[config.mk]
export PLATFORM = sky130hd
export DESIGN_NAME = xup_tff_toggle_scheduler
export DESIGN_NICKNAME = d
export VERILOG_FILES = /design/src/rtl/xup_tff_sched_pkg.sv /design/src/rtl/xup_rr_pick.sv /design/src/rtl/xup_tff_toggle_scheduler.sv
export SDC_FILE = /design/constraint.sdc
export NUM_CORES = 1
export LEC_CHECK = 0
export BUFFER_PORTS_ARGS = -buffer_cell sky130_fd_sc_hd__buf_4
export CAP_MARGIN = 40
export CORE_AREA = 2 2 56 58
export CTS_BUF_LIST = sky130_fd_sc_hd__clkbuf_8
export DETAILED_ROUTE_END_ITERATION = 10
export DIE_AREA = 0 0 58 60
export PLACE_DENSITY = 0.8
export SKIP_LAST_GASP = 1
export SLEW_MARGIN = 20
export SYNTH_ARGS = -nofsm -noshare
export SYNTH_HDL_FRONTEND = slang
export SYNTH_SLANG_ARGS = --single-unit
[constraint.sdc]
create_clock -name clk -period 2.8 [get_ports clk]
set_input_delay 0.28 -clock clk [delete_from_list [all_inputs] [get_ports clk]]
set_output_delay 0.28 -clock clk [all_outputs]
set_load 0.05 [all_outputs]
[src/rtl/xup_tff_sched_pkg.sv]
// Shared types and helpers for the XUP tff toggle scheduler and related arbiters.
package xup_tff_sched_pkg;

    // Scheduler state encoding (IDLE=0, ISSUE=1, SETTLE=2). The ST_ prefix keeps
    // the literals clear of the SETTLE parameter in modules importing this package.
    typedef enum logic [1:0] {
        ST_IDLE   = 2'd0,
        ST_ISSUE  = 2'd1,
        ST_SETTLE = 2'd2
    } sched_state_e;

    // Ceiling log2 for sizing index fields at elaboration time.
    function automatic int clog2(input int value);
        int result;
        int v;
        result = 0;
        v = value - 1;
        while (v > 0) begin
            result++;
            v = v >> 1;
        end
        return result;
    endfunction

endpackage

[src/rtl/xup_rr_pick.sv]
// Combinational round-robin picker: the first valid requester at or after
// rr_ptr (wrapping modulo NREQ) wins. Reusable by other XUP arbiters.
module xup_rr_pick
    import xup_tff_sched_pkg::*;
#(
    parameter  int NREQ = 4,
    localparam int IDW  = clog2(NREQ)
) (
    input  logic [NREQ-1:0] req_valid,
    input  logic [IDW-1:0]  rr_ptr,
    output logic [IDW-1:0]  winner,
    output logic            any_valid
);

    // Scan offsets from far to near so the requester closest to rr_ptr is written last and wins.
    always_comb begin
        // NOTE: every output gets a default before the loop so no path leaves it unassigned (no latch).
        winner    = '0;
        any_valid = 1'b0;
        for (int k = NREQ - 1; k >= 0; k--) begin
            if (req_valid[(int'(rr_ptr) + k) % NREQ]) begin
                winner    = IDW'((int'(rr_ptr) + k) % NREQ);
                any_valid = 1'b1;
            end
        end
    end

endmodule

[src/rtl/xup_tff_toggle_scheduler.sv]
// Round-robin scheduler sharing one xup_tff_vector among NREQ requesters.
// One granted mask is driven on t for a single cycle, followed by SETTLE
// cycles of t=0 before the next grant can be accepted.
// Optional feature macro: XUP_TFF_SCHED_SHADOW_EN adds q_shadow/shadow_clear,
// a zero-latency mirror of the downstream tff vector state.
module xup_tff_toggle_scheduler
    import xup_tff_sched_pkg::*;
#(
    parameter  int SIZE   = 8,
    parameter  int NREQ   = 4,
    parameter  int SETTLE = 2,
    localparam int IDW    = clog2(NREQ)
) (
    input  logic                 clk,
    input  logic                 reset,
    input  logic [NREQ-1:0]      req_valid,
    input  logic [NREQ*SIZE-1:0] req_mask,
    output logic [NREQ-1:0]      req_ready,
    output logic [SIZE-1:0]      t,
    output logic                 grant_valid,
    output logic [IDW-1:0]       grant_id,
    output logic                 busy
`ifdef XUP_TFF_SCHED_SHADOW_EN
    ,
    input  logic                 shadow_clear,
    output logic [SIZE-1:0]      q_shadow
`endif
);

    localparam logic [3:0] SETTLE_LOAD = 4'(SETTLE);

    sched_state_e   state;
    logic [IDW-1:0] rr_ptr;
    logic [3:0]     settle_cnt;
    logic [IDW-1:0] winner;
    logic           any_valid;
    logic           accept;
    logic [IDW-1:0] rr_next;

    xup_rr_pick #(
        .NREQ (NREQ)
    ) u_pick (
        .req_valid (req_valid),
        .rr_ptr    (rr_ptr),
        .winner    (winner),
        .any_valid (any_valid)
    );

    // A request is taken only from IDLE, and never while reset is applied.
    assign accept  = (state == ST_IDLE) && any_valid && !reset;
    assign rr_next = (winner == IDW'(NREQ - 1)) ? '0 : winner + IDW'(1);
    assign busy    = (state != ST_IDLE);

    // One-hot ready toward the single winner of this IDLE cycle.
    always_comb begin
        req_ready = '0;
        if (accept) begin
            req_ready[winner] = 1'b1;
        end
    end

    // Grant FSM: latch the winner's mask into t for one cycle, then hold t at zero for the settle window.
    always_ff @(posedge clk) begin
        // NOTE: reset is sampled on the clock edge (synchronous), and all state uses non-blocking assignments.
        if (reset) begin
            state       <= ST_IDLE;
            rr_ptr      <= '0;
            settle_cnt  <= '0;
            t           <= '0;
            grant_valid <= 1'b0;
            grant_id    <= '0;
        end else begin
            case (state)
                ST_IDLE: begin
                    if (accept) begin
                        t           <= req_mask[int'(winner) * SIZE +: SIZE];
                        grant_valid <= 1'b1;
                        grant_id    <= winner;
                        rr_ptr      <= rr_next;
                        state       <= ST_ISSUE;
                    end
                end
                ST_ISSUE: begin
                    t           <= '0;
                    grant_valid <= 1'b0;
                    settle_cnt  <= SETTLE_LOAD;
                    state       <= ST_SETTLE;
                end
                ST_SETTLE: begin
                    settle_cnt <= settle_cnt - 4'd1;
                    if (settle_cnt == 4'd1) begin
                        state <= ST_IDLE;
                    end
                end
                default: begin
                    t           <= '0;
                    grant_valid <= 1'b0;
                    state       <= ST_IDLE;
                end
            endcase
        end
    end

`ifdef XUP_TFF_SCHED_SHADOW_EN
    // Track the tff vector's q by applying the same toggles it receives.
    always_ff @(posedge clk) begin
        if (reset || shadow_clear) begin
            q_shadow <= '0;
        end else begin
            q_shadow <= q_shadow ^ t;
        end
    end
`endif

endmodule

# Yosys cells after proc, flatten, opt, wreduce, memory -nomap -nowiden
# Index checks and enable logic that the tools add are counted.
dict set report totals {
  regBits 19
  out_inout_bits 16
  input_bits 38
}
dict set report classes {
  shifts 1
  magnitude_cmp 6
  muxes 31
  n_bitwise 4
  n_eq_ne 6
  n_reduce_logical 13
  add_sub_neg 5
}
# cell n
set op_table {}
lappend op_table {{32-bit by 6-bit variable part select with 8-bit output} 1}
lappend op_table {{8-bit one-hot mux with 2 select lines} 1}
lappend op_table {{2-bit 2-to-1 mux} 7}
lappend op_table {{1-bit 2-to-1 mux} 13}
lappend op_table {{3-bit by 4-bit < comparator with 1-bit output (second input constant)} 3}
lappend op_table {{1-bit binary-select mux with 2-bit select} 4}
lappend op_table {{8-bit 2-to-1 mux} 1}
lappend op_table {{4-bit one-hot mux with 2 select lines} 1}
lappend op_table {{2-bit by 3-bit < comparator with 1-bit output (second input constant)} 2}
lappend op_table {{2-bit one-hot mux with 3 select lines} 1}
lappend op_table {{2-bit AND reduction} 3}
lappend op_table {{2-bit OR reduction} 3}
lappend op_table {{2-bit by 1-bit adder with 2-bit output (second input constant)} 2}
lappend op_table {{2-bit adder (second input constant)} 2}
lappend op_table {{2-bit == test (second input constant)} 2}
lappend op_table {{4-bit by 1-bit == test with 1-bit output (second input constant)} 1}
lappend op_table {{4-bit 2-to-1 mux} 1}
lappend op_table {{2-bit != test (second input constant)} 2}
lappend op_table {{2-bit nonzero test} 2}
lappend op_table {{4-bit by 1-bit subtractor with 4-bit output (second input constant)} 1}
lappend op_table {{1-bit bitwise AND (first input constant)} 3}
lappend op_table {{1-bit logical AND} 3}
lappend op_table {{1-bit demux with 2-bit select} 1}
lappend op_table {{2-bit by 1-bit == test with 1-bit output (second input constant)} 1}
lappend op_table {{other kinds (5)} 5}

# Depth between registers and ports, before layout
# Gate-level depths: netlist of run 1.
dict set report depth {
  depth_word 15
  mapped_depth 8
  depth_no_buf 7
}

# Hierarchy
# A second synthesis of run 1 with hierarchy kept.
dict set report hier_totals {
  cells_unflattened 133
  area_unflattened_um2 1232.4
}
# mod seq_area_each_um2 cells_per_inst n_inst area_each_um2
set by_module_without_submodules {}
lappend by_module_without_submodules {xup_tff_toggle_scheduler 380.4 120 1 1154.9}
lappend by_module_without_submodules {xup_rr_pick 0.0 13 1 77.6}

# Worst setup path before layout of run 1
# No wires, ideal clock.
dict set report synth_path {
  path_type {register to output}
  startpoint {register rr_ptr[1]}
  endpoint {output port req_ready[3]}
  required_time_ns 2.520
  t_arrival_ns 1.734
  stages_incl_launch_ff 7
  setup_slack_ns 0.786
  cell_sequence {dfxtp_1 mux2i_1 nor2_4 nor3_4 buf_6 ha_1 and2_1}
}
dict set report synth_via {
  elab_chain_cells 13
}
# item line_no
set synth_lines {}
lappend synth_lines {{from (decl)} xup_tff_toggle_scheduler.sv:33} ;# logic [IDW-1:0] rr_ptr;
lappend synth_lines {{from (signal assigned)} xup_tff_toggle_scheduler.sv:79} ;# rr_ptr <= rr_next;
lappend synth_lines {{2-bit adder} xup_rr_pick.sv:21} ;# if (req_valid[(int'(rr_ptr) + k) % NREQ]) begin
lappend synth_lines {{1-bit binary-select mux with 2-bit select} xup_rr_pick.sv:21}
lappend synth_lines {{1-bit 2-to-1 mux (not written as such) (2 in series)} xup_rr_pick.sv:21}
lappend synth_lines {{2-bit 2-to-1 mux (3 in series)} xup_rr_pick.sv:21}
lappend synth_lines {{2-bit 2-to-1 mux *} xup_rr_pick.sv:21}
lappend synth_lines {{named net u_pick.winner[0]} xup_rr_pick.sv:11} ;# output logic [IDW-1:0] winner,
lappend synth_lines {{2-bit by 3-bit < comparator with 1-bit output (not written as such) or 2-bit by 1-bit >= comparator with 1-bit output (tied branches)} xup_tff_toggle_scheduler.sv:58} ;# req_ready[winner] = 1'b1;
lappend synth_lines {{1-bit logical AND (not written as such)} xup_tff_toggle_scheduler.sv:58}
lappend synth_lines {{1-bit 2-to-1 mux (not written as such)} xup_tff_toggle_scheduler.sv:58}
lappend synth_lines {{1-bit demux with 2-bit select *} xup_tff_toggle_scheduler.sv:58}
lappend synth_lines {{4-bit 2-to-1 mux *} xup_tff_toggle_scheduler.sv:57} ;# if (accept) begin
lappend synth_lines {{to (decl)} xup_tff_toggle_scheduler.sv:18} ;# output logic [NREQ-1:0] req_ready,
# The timed path passes the listed nets; every way through them passes the cells marked *. The select of a mux whose other input is x is not followed.

# Final worst setup path of run 1
dict set report layout_path {
  startpoint {register rr_ptr[0]}
  endpoint {output port req_ready[3]}
}
dict set report layout_via {
  elab_chain_cells 13
}
# item line_no
set layout_lines {}
lappend layout_lines {{2-bit adder} {xup_rr_pick.sv:21, xup_rr_pick.sv:22}}
lappend layout_lines {{1-bit binary-select mux with 2-bit select} xup_rr_pick.sv:21}
lappend layout_lines {{1-bit 2-to-1 mux (not written as such) (2 in series)} xup_rr_pick.sv:21}
lappend layout_lines {{2-bit 2-to-1 mux (3 in series)} xup_rr_pick.sv:21}
lappend layout_lines {{2-bit 2-to-1 mux *} xup_rr_pick.sv:21}
lappend layout_lines {{named net u_pick.winner[1]} xup_rr_pick.sv:11}
lappend layout_lines {{2-bit by 3-bit < comparator with 1-bit output (not written as such) or 2-bit by 1-bit >= comparator with 1-bit output (tied branches)} xup_tff_toggle_scheduler.sv:58}
lappend layout_lines {{1-bit logical AND (not written as such)} xup_tff_toggle_scheduler.sv:58}
lappend layout_lines {{1-bit 2-to-1 mux (not written as such)} xup_tff_toggle_scheduler.sv:58}
lappend layout_lines {{1-bit demux with 2-bit select *} xup_tff_toggle_scheduler.sv:58}
lappend layout_lines {{4-bit 2-to-1 mux *} xup_tff_toggle_scheduler.sv:57}
# Marked as above.

==> impl_results.md, run 1 <==
- Setup repair bufs after CTS: 0
- Cell variety after synth: 39
- CTS tree: yes
- Num CTS Buffers: 3
- Seq/Total Area, Yosys: 0.274
- Vias per Instance: 5.70
- Syn avg cell area: 9.08 um^2
- Final core occ: 0.635
- Largest net degree at the start of global routing: 14
- Post-CTS Hold Fix Bufs: 0
- Fin cells: between 200 and 250
- Clock Tree Root: clkbuf_8
- Most frequent cells in the layout: buf_4 (55), dfxtp_1 (19), nand2_1 (16)
- Die area: approximately 0.0035 mm^2
- Compound-Gate Fraction of Synth Area: 0.270
- Multi-input logic area: 921 um^2
- Slowest CP cell: dfxtp_1
- Final instance area: 0.00184 mm^2
- Area growth syn-to-layout: 32.7%
- Power Total: about 1.2 mW
- Leak: 0.839 nW
- Commonest non-fill, non-tap cell in the layout: buf_4
- Tmin final: 2.45 ns
- Post-synthesis mux area share: 0.0874
- Share of layout cells above drive strength 1: 0.383
- Clk_skew: approximately 0.0063 ns
- R2R depth: 7
- Simple-gate share of the synthesized area: 0.224
- Max-Cap Viols: 0
- CP Max Fanout: 12
- Antenna viol nets, final: 0
- Status: finished clean
- Max incr delay on CP: between 0.4 and 0.5 ns
- Setup ws final: approximately 0.35 ns
- Net count after synthesis: 200
- Total gr overflow: 0
- Routed WL: between 3000 and 4000 um
- Final worst-path cycle share: 0.873
- Leading area contributor after synthesis: dfxtp_1
- Reg clk slew, reported paths: approximately 0.080 ns
- Reg-to-reg critical path endpoint: rr_ptr[0]
- First-pass GRT wire length: 5620 um
- Final GP Congestion: between 0.8 and 0.9
- Fin nets: roughly 250
- ANT cells: 0
- Relative slew slack: 0.645
- Post-Synth Adder-Cell Area: 0.0811
- Dpl cell area: approximately 0.0018 mm^2
- Die Wd: around 58 um
- IO Port Bufs: between 50 and 60
- RSZ-0062 raised after global routing: no
- Fin Setup TNS: 0 ns
- Clock Tree Buf Depth: 2
- Core Box Area: 0.00290 mm^2
- DP HPWL: around 2800 um
- Hold slack: 0.286 ns
- Capturing element type of the critical path: output pin
- # resized after CTS: 0
- Clk Latency, worst-skew pair: between 0.2 and 0.3 ns
- Fillers: approximately 270
- Initial Util: 0.478
- Worst-path cell chain: and2b_1 -> a311oi_1 -> or2_4 -> inv_1 -> ha_1 -> and2_1 -> buf_4
- Mapped Area: 0.00139 mm^2
- Final Max Slew Viols: 0
- Hold Crit Depth: 2
- DR WL/cell: 14.6 um
- Clk sink count: 19
- Gate Count Post-Synth: between 150 and 200
- Vias in the first global route: approximately 1300
- Chip height: roughly 60 um
- Synth area leaders: dfxtp_1 (27%), ha_1 (8.1%), mux2i_1 (7.9%)
- Yosys warning count: 0
- Critical path class: reg -> out
- Worst vdd rail ir drop: 0.520 mV
- Crit start category: flop
- # setup viols final: 0
- Synth Register Bits: 19
- WP data arrival: ~2.2 ns
- Top-area cell type share of the netlist area: 0.274
- Post-Synth XOR/XNOR Area: 0
- Pwr dens: ~670 mW/mm^2
- Worst-Margin Slew: ~0.53 ns
- RR Startpoint: rr_ptr[0]
- Placed insts: around 240
- Hold EP: rr_ptr[0]
- Hold_sp: reset
- FF+latch area: around 380 um^2
- Rows: 20
- R2R setup slack: slightly below 0.7 ns
- I/O pin count: 54
- Worst slack at placement: approximately 0.67 ns
- Antenna violations before repair: 0
- DRT Pass-1 Iters: 4
- Worst EP required: between 2 and 3 ns
- Fmax: about 0.4 GHz
- DRC: 0
- Final hold violations: 0
- Routed via count: 1362
- Tot GR Track Use: 0.210
- DRT iter0 DRCs: 26
- Largest family of logic cells by synthesized area: compound AO/OA/AOI/OAI gates
- H-tree levels: 1
- Hold Path Class: in -> reg
[worst max-delay path by stage]
stage	start	end	slack (ns)	cells after the start
6_report	rr_ptr[0]	req_ready[3]	0.35	7
5_1_grt	rr_ptr[0]	req_ready[3]	0.19	7
3_3_place_gp	rr_ptr[0]	req_ready[3]	0.76	7
4_1_cts	rr_ptr[0]	req_ready[3]	0.37	7
3_5_place_dp	rr_ptr[0]	req_ready[3]	0.67	7
2_1_floorplan	rr_ptr[1]	req_ready[3]	0.79	6
[area by class of cell]
class	count	share of cell area
multi-input combinational	117	0.500
timing repair buffer	55	0.224
tap	33	0.0224
inverter	11	0.0224
clock inverter	1	0.00272
sequential	19	0.206
clock buffer	3	0.0224
[synthesized netlist by cell type]
cell type  instances
o21ai_0            1
o211ai_2           8
ha_1               9
or2b_1             1
and2_1             4
o41ai_4            1
a211oi_1           2
a211o_1            8
buf_6              3
a21oi_1            8
nand4_1            8
nor3_4             1
nand2_2            1
inv_1             11
mux2i_1           11
nand3_1            1
nand2_1           16
nor3_1             2
nor2_2             2
nand2b_2           1
or2_4              1
a21oi_4            1
and2b_1            1
o31ai_1            9
a311oi_1           2
a21o_1             1
nor3b_1            1
a21oi_2            1
or2_1              2
nor4_1             1
dfxtp_1           19
or3_1              2
nand3_4            1
mux2_2             1
clkbuf_1           1
nor2_4             1
nor2_1             7
clkbuf_2           1
buf_1              1
[power breakdown]
part / leakage [nW] / total [mW] / switching, mW / internal, mW
registers: 0.156 / 0.363 / 0.0384 / 0.325
logic: 0.657 / 0.675 / 0.420 / 0.255
clock network: 0.0255 / 0.197 / 0.0973 / 0.0992
[worst max-delay path: cells and delay by family (launching register included)]
family / cells / cell delay [ns]
buf+inv: 2 / 0.27
simple gates: 3 / 0.66
compound gates: 1 / 0.33
fa+ha+maj: 1 / 0.20
flops: 1 / 0.44
[kinds of logic (layout without fill, tap and decap cells)]
logic type / after synthesis / in the layout
simple gates: 54 / 54
compound gates: 42 / 42
flops: 19 / 19
buf+inv: 17 / 70
mux: 12 / 12
fa+ha+maj: 9 / 9
[registers in the layout, summed over array words and instances (netlist names)]
name and cells:
t 8, settle_cnt 4, grant_id 2, rr_ptr 2, state 2, grant_valid 1
[layer usage]
| metal | routed length (um) | global-route usage | up-vias |
|---|---|---|---|
| met4 | 40 | 0.0764 | 0 |
| met1 | 1360 | 0.227 | 627 |
| met2 | 1800 | 0.407 | 62 |
| met3 | 300 | 0.0325 | 5 |
| met5 | 0 | 0 | - |
| li1 | - | - | 668 |
(Power assumes the default switching activity.)
==> run 2, diff against run 1 <==
==> constraint.sdc (replaced) <==
create_clock -name clk -period 2.45 [get_ports clk]
set_input_delay 0.245 -clock clk [delete_from_list [all_inputs] [get_ports clk]]
set_output_delay 0.245 -clock clk [all_outputs]
set_load 0.05 [all_outputs]
==> impl_results.md, run 2 (same netlist as run 1, synthesis figures left out) <==
- Status: finished clean (unchanged)
- Chip height: 60 um (unchanged)
- Final GP Congestion: 0.801 (was 0.845)
- Worst-Margin Slew: 0.519 ns (was 0.528 ns)
- Placed insts: 235 (unchanged)
- Commonest non-fill, non-tap cell in the layout: buf_4 (unchanged)
- Reg power frac: 0.289 (was 0.294)
- Die area: 0.00348 mm^2 (unchanged)
- First-pass GRT wire length: 5540 um (was 5620 um)
- RSZ-0062 raised after global routing: no (unchanged)
- Dpl cell area: 0.00180 mm^2 (unchanged)
- Power Total: 1.43 mW (was 1.23 mW)
- Final core occ: 0.640 (was 0.635)
- # setup viols final: 0 (unchanged)
- Final instance area: 0.00186 mm^2 (was 0.00184 mm^2)
- RR Startpoint: rr_ptr[0] (unchanged)
- Max-Cap Viols: 0 (unchanged)
- Antenna viol nets, final: 0 (unchanged)
- DRC: 0 (unchanged)
- Share of layout cells above drive strength 1: 0.389 (was 0.383)
- Worst EP required: 2.20 ns (was 2.52 ns)
- CTS tree: yes (unchanged)
- Comb pwr share: 0.552 (was 0.547)
- Critical path class: reg -> out (unchanged)
- ANT cells: 0 (unchanged)
- Fmax: about 0.44 GHz
- Capturing element type of the critical path: output pin (unchanged)
- Sw Pwr: 644 uW (was 556 uW)
- Hold EP: state[1] (was rr_ptr[0])
- Largest Register: t (unchanged)
- Hold Path Class: in -> reg (unchanged)
- Clock power share: 0.159 (about the same)
- Num CTS Buffers: 3 (unchanged)
- Vias in the first global route: 1318 (was 1315)
- DR WL/cell: 14.9 um (was 14.6 um)
- Clock Tree Buf Depth: 2 (unchanged)
- Initial Util: 0.478 (unchanged)
- FF+latch area: 380 um^2 (unchanged)
- DRT Pass-1 Iters: 4 (unchanged)
- Largest net degree at the start of global routing: 14 (unchanged)
- IO Port Bufs: 53 (unchanged)
- Fin cells: 241 (was 239)
- Tot GR Track Use: 0.208 (was 0.210)
- Crit start category: flop (unchanged)
- Reg-to-reg critical path endpoint: rr_ptr[0] (unchanged)
- Multi-input logic area: 921 um^2 (unchanged)
- Leak: 0.848 nW (was 0.839 nW)
- Die Wd: 58 um (unchanged)
- Worst vdd rail ir drop: 0.460 mV (was 0.520 mV)
- Reg clk slew, reported paths: 0.08 ns (about the same)
- Final Max Slew Viols: 0 (unchanged)
- I/O pin count: 54 (unchanged)
- Clk sink count: 19 (unchanged)
- Routed via count: 1389 (was 1362)
- Core Box Area: 0.00290 mm^2 (unchanged)
- Hold_sp: reset (unchanged)
- CP Max Fanout: 5 (was 12)
- DRT iter0 DRCs: 48 (was 26)
- R2R depth: 7 (unchanged)
- Area growth syn-to-layout: 33.8% (was 32.7%)
- Relative slew slack: 0.651 (was 0.645)
- Most frequent cells in the layout: buf_4 (57), dfxtp_1 (19), nand2_1 (16) (was buf_4 (55), dfxtp_1 (19), nand2_1 (16))
- Biggest regs: t (8), settle_cnt (4) (unchanged)
- DP HPWL: 2810 um (was 2840 um)
- Clock Tree Root: clkbuf_8 (unchanged)
- # resized after CTS: 0 (unchanged)
- Int Pwr: 787 uW (was 679 uW)
- Rows: 20 (unchanged)
- H-tree levels: 1 (unchanged)
- Clk Latency, worst-skew pair: 0.26 ns (about the same)
- Tmin final: roughly 2.3 ns
- Max FFs per register: 8 (unchanged)
- Switch share: 0.450 (about the same)
- Antenna violations before repair: 0 (unchanged)
- Final hold violations: 0 (unchanged)
- Clk_skew: 0.00593 ns (was 0.00629 ns)
- Hold Crit Depth: 2 (unchanged)
- Fillers: 259 (was 271)
- Routed WL: 3590 um (was 3500 um)
- R2R setup slack: 0.42 ns (was 0.68 ns)
- Fin nets: 256 (was 254)
- Vias per Instance: 5.76 (was 5.70)
- Fin Setup TNS: 0 ns (unchanged)
- Total gr overflow: 0 (unchanged)
- Pwr dens: 770 mW/mm^2 (was 670 mW/mm^2)
- WP data arrival: 2.04 ns (was 2.17 ns)
- Final worst-path cycle share: 0.931
## run 2: per-stage QoR
step           hold slack (ns)  worst slack (ns)
2_1_floorplan            0.317             0.471
4_1_cts                  0.254            0.0603
6_report                 0.252             0.168
3_5_place_dp             0.461             0.335
3_3_place_gp             0.456             0.452
5_1_grt                  0.265           0.00786
## run 2: routing by layer
metal | track usage | share of wire | wire length [um] | vias up
met5 | 0 | 0 | 0 | -
met1 | 0.212 | 0.38 | 1380 | 637
met4 | 0.0764 | 0.012 | 42 | 0
met3 | 0.0390 | 0.089 | 321 | 7
met2 | 0.414 | 0.51 | 1840 | 72
li1 | - | - | - | 673
## run 2: what timing repair did
item,in CTS,in global routing
buffers inserted,0,2
endpoints found under the setup margin,0,2
hold buffers,0,0
## run 2: worst max path at each step
stage | start | end | slack [ns] | cells after the start
after floorplan | rr_ptr[1] | req_ready[3] | 0.47 | 6
after global routing | rr_ptr[0] | req_ready[3] | 0.008 | 7
final | rr_ptr[0] | req_ready[3] | 0.17 | 7
after CTS | rr_ptr[0] | req_ready[3] | 0.06 | 7
after detailed placement | rr_ptr[0] | rr_ptr[0] | 0.33 | 7
after global placement | rr_ptr[0] | req_ready[3] | 0.45 | 7
## run 2: critical path, stage by stage (launching register included)
cell and delay, ns:
dfxtp_1 0.42, and2b_1 0.21, a311oi_1 0.34, or2_4 0.21, inv_1 0.06, ha_1 0.19
and2_1 0.15, buf_4 0.19
## run 2: power by group through the flow
stage	Clock, mW	Sequential (mW)	Combinational (mW)
final	0.228	0.413	0.790
after global placement	0	0.416	0.749
after global routing	0.247	0.423	0.850
after detailed placement	0	0.420	0.775
after CTS	0.231	0.413	0.777
after floorplan	0	0.550	0.439
## run 2: cell type report
| type | instances | share of cell area |
|---|---|---|
| clock buffers | 3 | 0.0222 |
| clock inverters | 1 | 0.00269 |
| inverters | 11 | 0.0222 |
| multi-input cells | 117 | 0.496 |
| flip-flops and latches | 19 | 0.205 |
| well taps | 33 | 0.0222 |
| repair buffers | 57 | 0.230 |
==> run 3, diff against run 2 <==
--- a/config.mk
+++ b/config.mk
@@ -7,11 +7,10 @@
 export LEC_CHECK = 0
 export BUFFER_PORTS_ARGS = -buffer_cell sky130_fd_sc_hd__buf_4
 export CAP_MARGIN = 40
-export CORE_AREA = 2 2 56 58
+export CORE_AREA = 2 2 66 68
 export CTS_BUF_LIST = sky130_fd_sc_hd__clkbuf_8
 export DETAILED_ROUTE_END_ITERATION = 10
-export DIE_AREA = 0 0 58 60
-export PLACE_DENSITY = 0.8
+export DIE_AREA = 0 0 68 70
 export SKIP_LAST_GASP = 1
 export SLEW_MARGIN = 20
 export SYNTH_ARGS = -nofsm -noshare
==> impl_results.md, run 3 (same netlist as run 1, synthesis figures left out) <==
- Status: finished clean (unchanged)
- ANT cells: 0 (unchanged)
- Tmin final: 2.29 ns (was 2.28 ns)
- Power Total: 1.45 mW (was 1.43 mW)
- Critical path class: reg -> out (unchanged)
- Worst-Margin Slew: 0.547 ns (was 0.519 ns)
- Antenna viol nets, final: 0 (unchanged)
- Largest net degree at the start of global routing: 14 (unchanged)
- DRC: 0 (unchanged)
- # setup viols final: 0 (unchanged)
- Capturing element type of the critical path: output pin (unchanged)
- Initial Util: 0.335 (was 0.478)
- Reg clk slew, reported paths: 0.08 ns (about the same)
- I/O pin count: 54 (unchanged)
- Core Box Area: 0.00414 mm^2 (was 0.00290 mm^2)
- # resized after CTS: 0 (unchanged)
- Fin nets: 259 (was 256)
- Hold Path Class: in -> reg (unchanged)
- Fillers: 430 (was 259)
- CP Max Fanout: 7 (was 5)
- Clk sink count: 19 (unchanged)
- Rows: 24 (was 20)
- Fin Setup TNS: 0 ns (unchanged)
- Max FFs per register: 8 (unchanged)
- Hold slack: 0.254 ns (was 0.252 ns)
- Die area: 0.00476 mm^2 (was 0.00348 mm^2)
- Chip height: 70 um (was 60 um)
- Setup ws final: 0.165 ns (was 0.168 ns)
- Final hold violations: 0 (unchanged)
- Placed insts: 254 (was 235)
- Final GP Congestion: 0.787 (was 0.801)
- DP HPWL: 2730 um (was 2810 um)
- Fmax: 0.438 GHz (about the same)
- Tot GR Track Use: 0.157 (was 0.208)
- Fin cells: 263 (was 241)
- CTS tree: yes (unchanged)
- Final Max Slew Viols: 0 (unchanged)
- Routed via count: 1317 (was 1389)
- Multi-input logic area: 921 um^2 (unchanged)
- H-tree levels: 1 (unchanged)
- WP data arrival: 2.04 ns (about the same)
- Clock Tree Root: clkbuf_8 (unchanged)
- Final core occ: 0.460 (was 0.640)
- Vias per Instance: 5.01 (was 5.76)
- DR WL/cell: 13.8 um (was 14.9 um)
- IO Port Bufs: 53 (unchanged)
- Relative slew slack: 0.632 (was 0.651)
- Worst slack at placement: 0.360 ns (was 0.335 ns)
- Clk Latency, worst-skew pair: 0.26 ns (about the same)
- DRT Pass-1 Iters: 4 (unchanged)
- Final worst-path cycle share: 0.933 (was 0.931)
- Share of layout cells above drive strength 1: 0.398 (was 0.389)
- Vias in the first global route: 1238 (was 1318)
- Worst EP required: 2.20 ns (about the same)
- Max-Cap Viols: 0 (unchanged)
- Final instance area: 0.00190 mm^2 (was 0.00186 mm^2)
- Num CTS Buffers: 3 (unchanged)
- Largest Register: t (unchanged)
- Die Wd: 68 um (was 58 um)
- DRT iter0 DRCs: 72 (was 48)
- Worst vdd rail ir drop: 0.399 mV (was 0.460 mV)
- Crit start category: flop (unchanged)
- Commonest non-fill, non-tap cell in the layout: buf_4 (unchanged)
- Pwr dens: 761 mW/mm^2 (was 770 mW/mm^2)
- Biggest regs: t (8), settle_cnt (4) (unchanged)
- Most frequent cells in the layout: buf_4 (60), dfxtp_1 (19), nand2_1 (16) (was buf_4 (57), dfxtp_1 (19), nand2_1 (16))
- Antenna violations before repair: 0 (unchanged)
- Total gr overflow: 0 (unchanged)
- Area growth syn-to-layout: 37.1% (was 33.8%)
- Routed WL: 3620 um (was 3590 um)
- Clock Tree Buf Depth: 2 (unchanged)
- FF+latch area: 380 um^2 (unchanged)
- Dpl cell area: 0.00182 mm^2 (was 0.00180 mm^2)
- Leak: 0.861 nW (was 0.848 nW)
- RSZ-0062 raised after global routing: no (unchanged)
- Clk_skew: 0.00963 ns (was 0.00593 ns)
- First-pass GRT wire length: 5710 um (was 5540 um)
[run 3: changes by cell type in the layout (fill, tap and decap cells not counted), sizes merged]
cell / previous run / this run
buf: 57 / 60
[run 3: cell type report]
| class | instances | share of cell area |
|---|---|---|
| sequential | 19 | 0.200 |
| tap | 52 | 0.0342 |
| timing repair buffer | 60 | 0.237 |
| inverter | 11 | 0.0217 |
| multi-input combinational | 117 | 0.484 |
| clock inverter | 1 | 0.00263 |
| clock buffer | 3 | 0.0217 |
[run 3: worst max-delay path, stage by stage (launching register included)]
cell	delay [ns]
dfxtp_1	0.42
and2b_1	0.21
a311oi_1	0.32
or2_4	0.23
inv_1	0.07
ha_1	0.21
and2_1	0.14
buf_4	0.18
[run 3: path summary, 6_finish.rpt]
kind,cells past startpoint,startpoint,slack [ns],end
worst max-delay path,7,rr_ptr[0],0.16,req_ready[3]
worst min-delay path,2,reset,0.25,settle_cnt[3]
worst max register to register,7,rr_ptr[0],0.43,rr_ptr[0]
worst min register to register,2,state[1],0.48,state[1]
[run 3: layer usage]
| layer | vias up | GRT usage | part of all wire |
|---|---|---|---|
| met3 | 2 | 0.0322 | 0.083 |
| met2 | 51 | 0.256 | 0.47 |
| met5 | - | 0 | 0 |
| met1 | 589 | 0.210 | 0.44 |
| li1 | 675 | - | - |
| met4 | 0 | 0.0400 | 0.0053 |
[run 3: power breakdown]
group	switching (mW)	internal [mW]	leakage, nW
clock network	0.113	0.113	0.0255
logic	0.490	0.319	0.680
registers	0.0422	0.371	0.156
[run 3: timing repair]
item / CTS / global route
setup endpoints to repair: 0 / 2
hold buffers: 0 / 0
setup buffers: 0 / 5
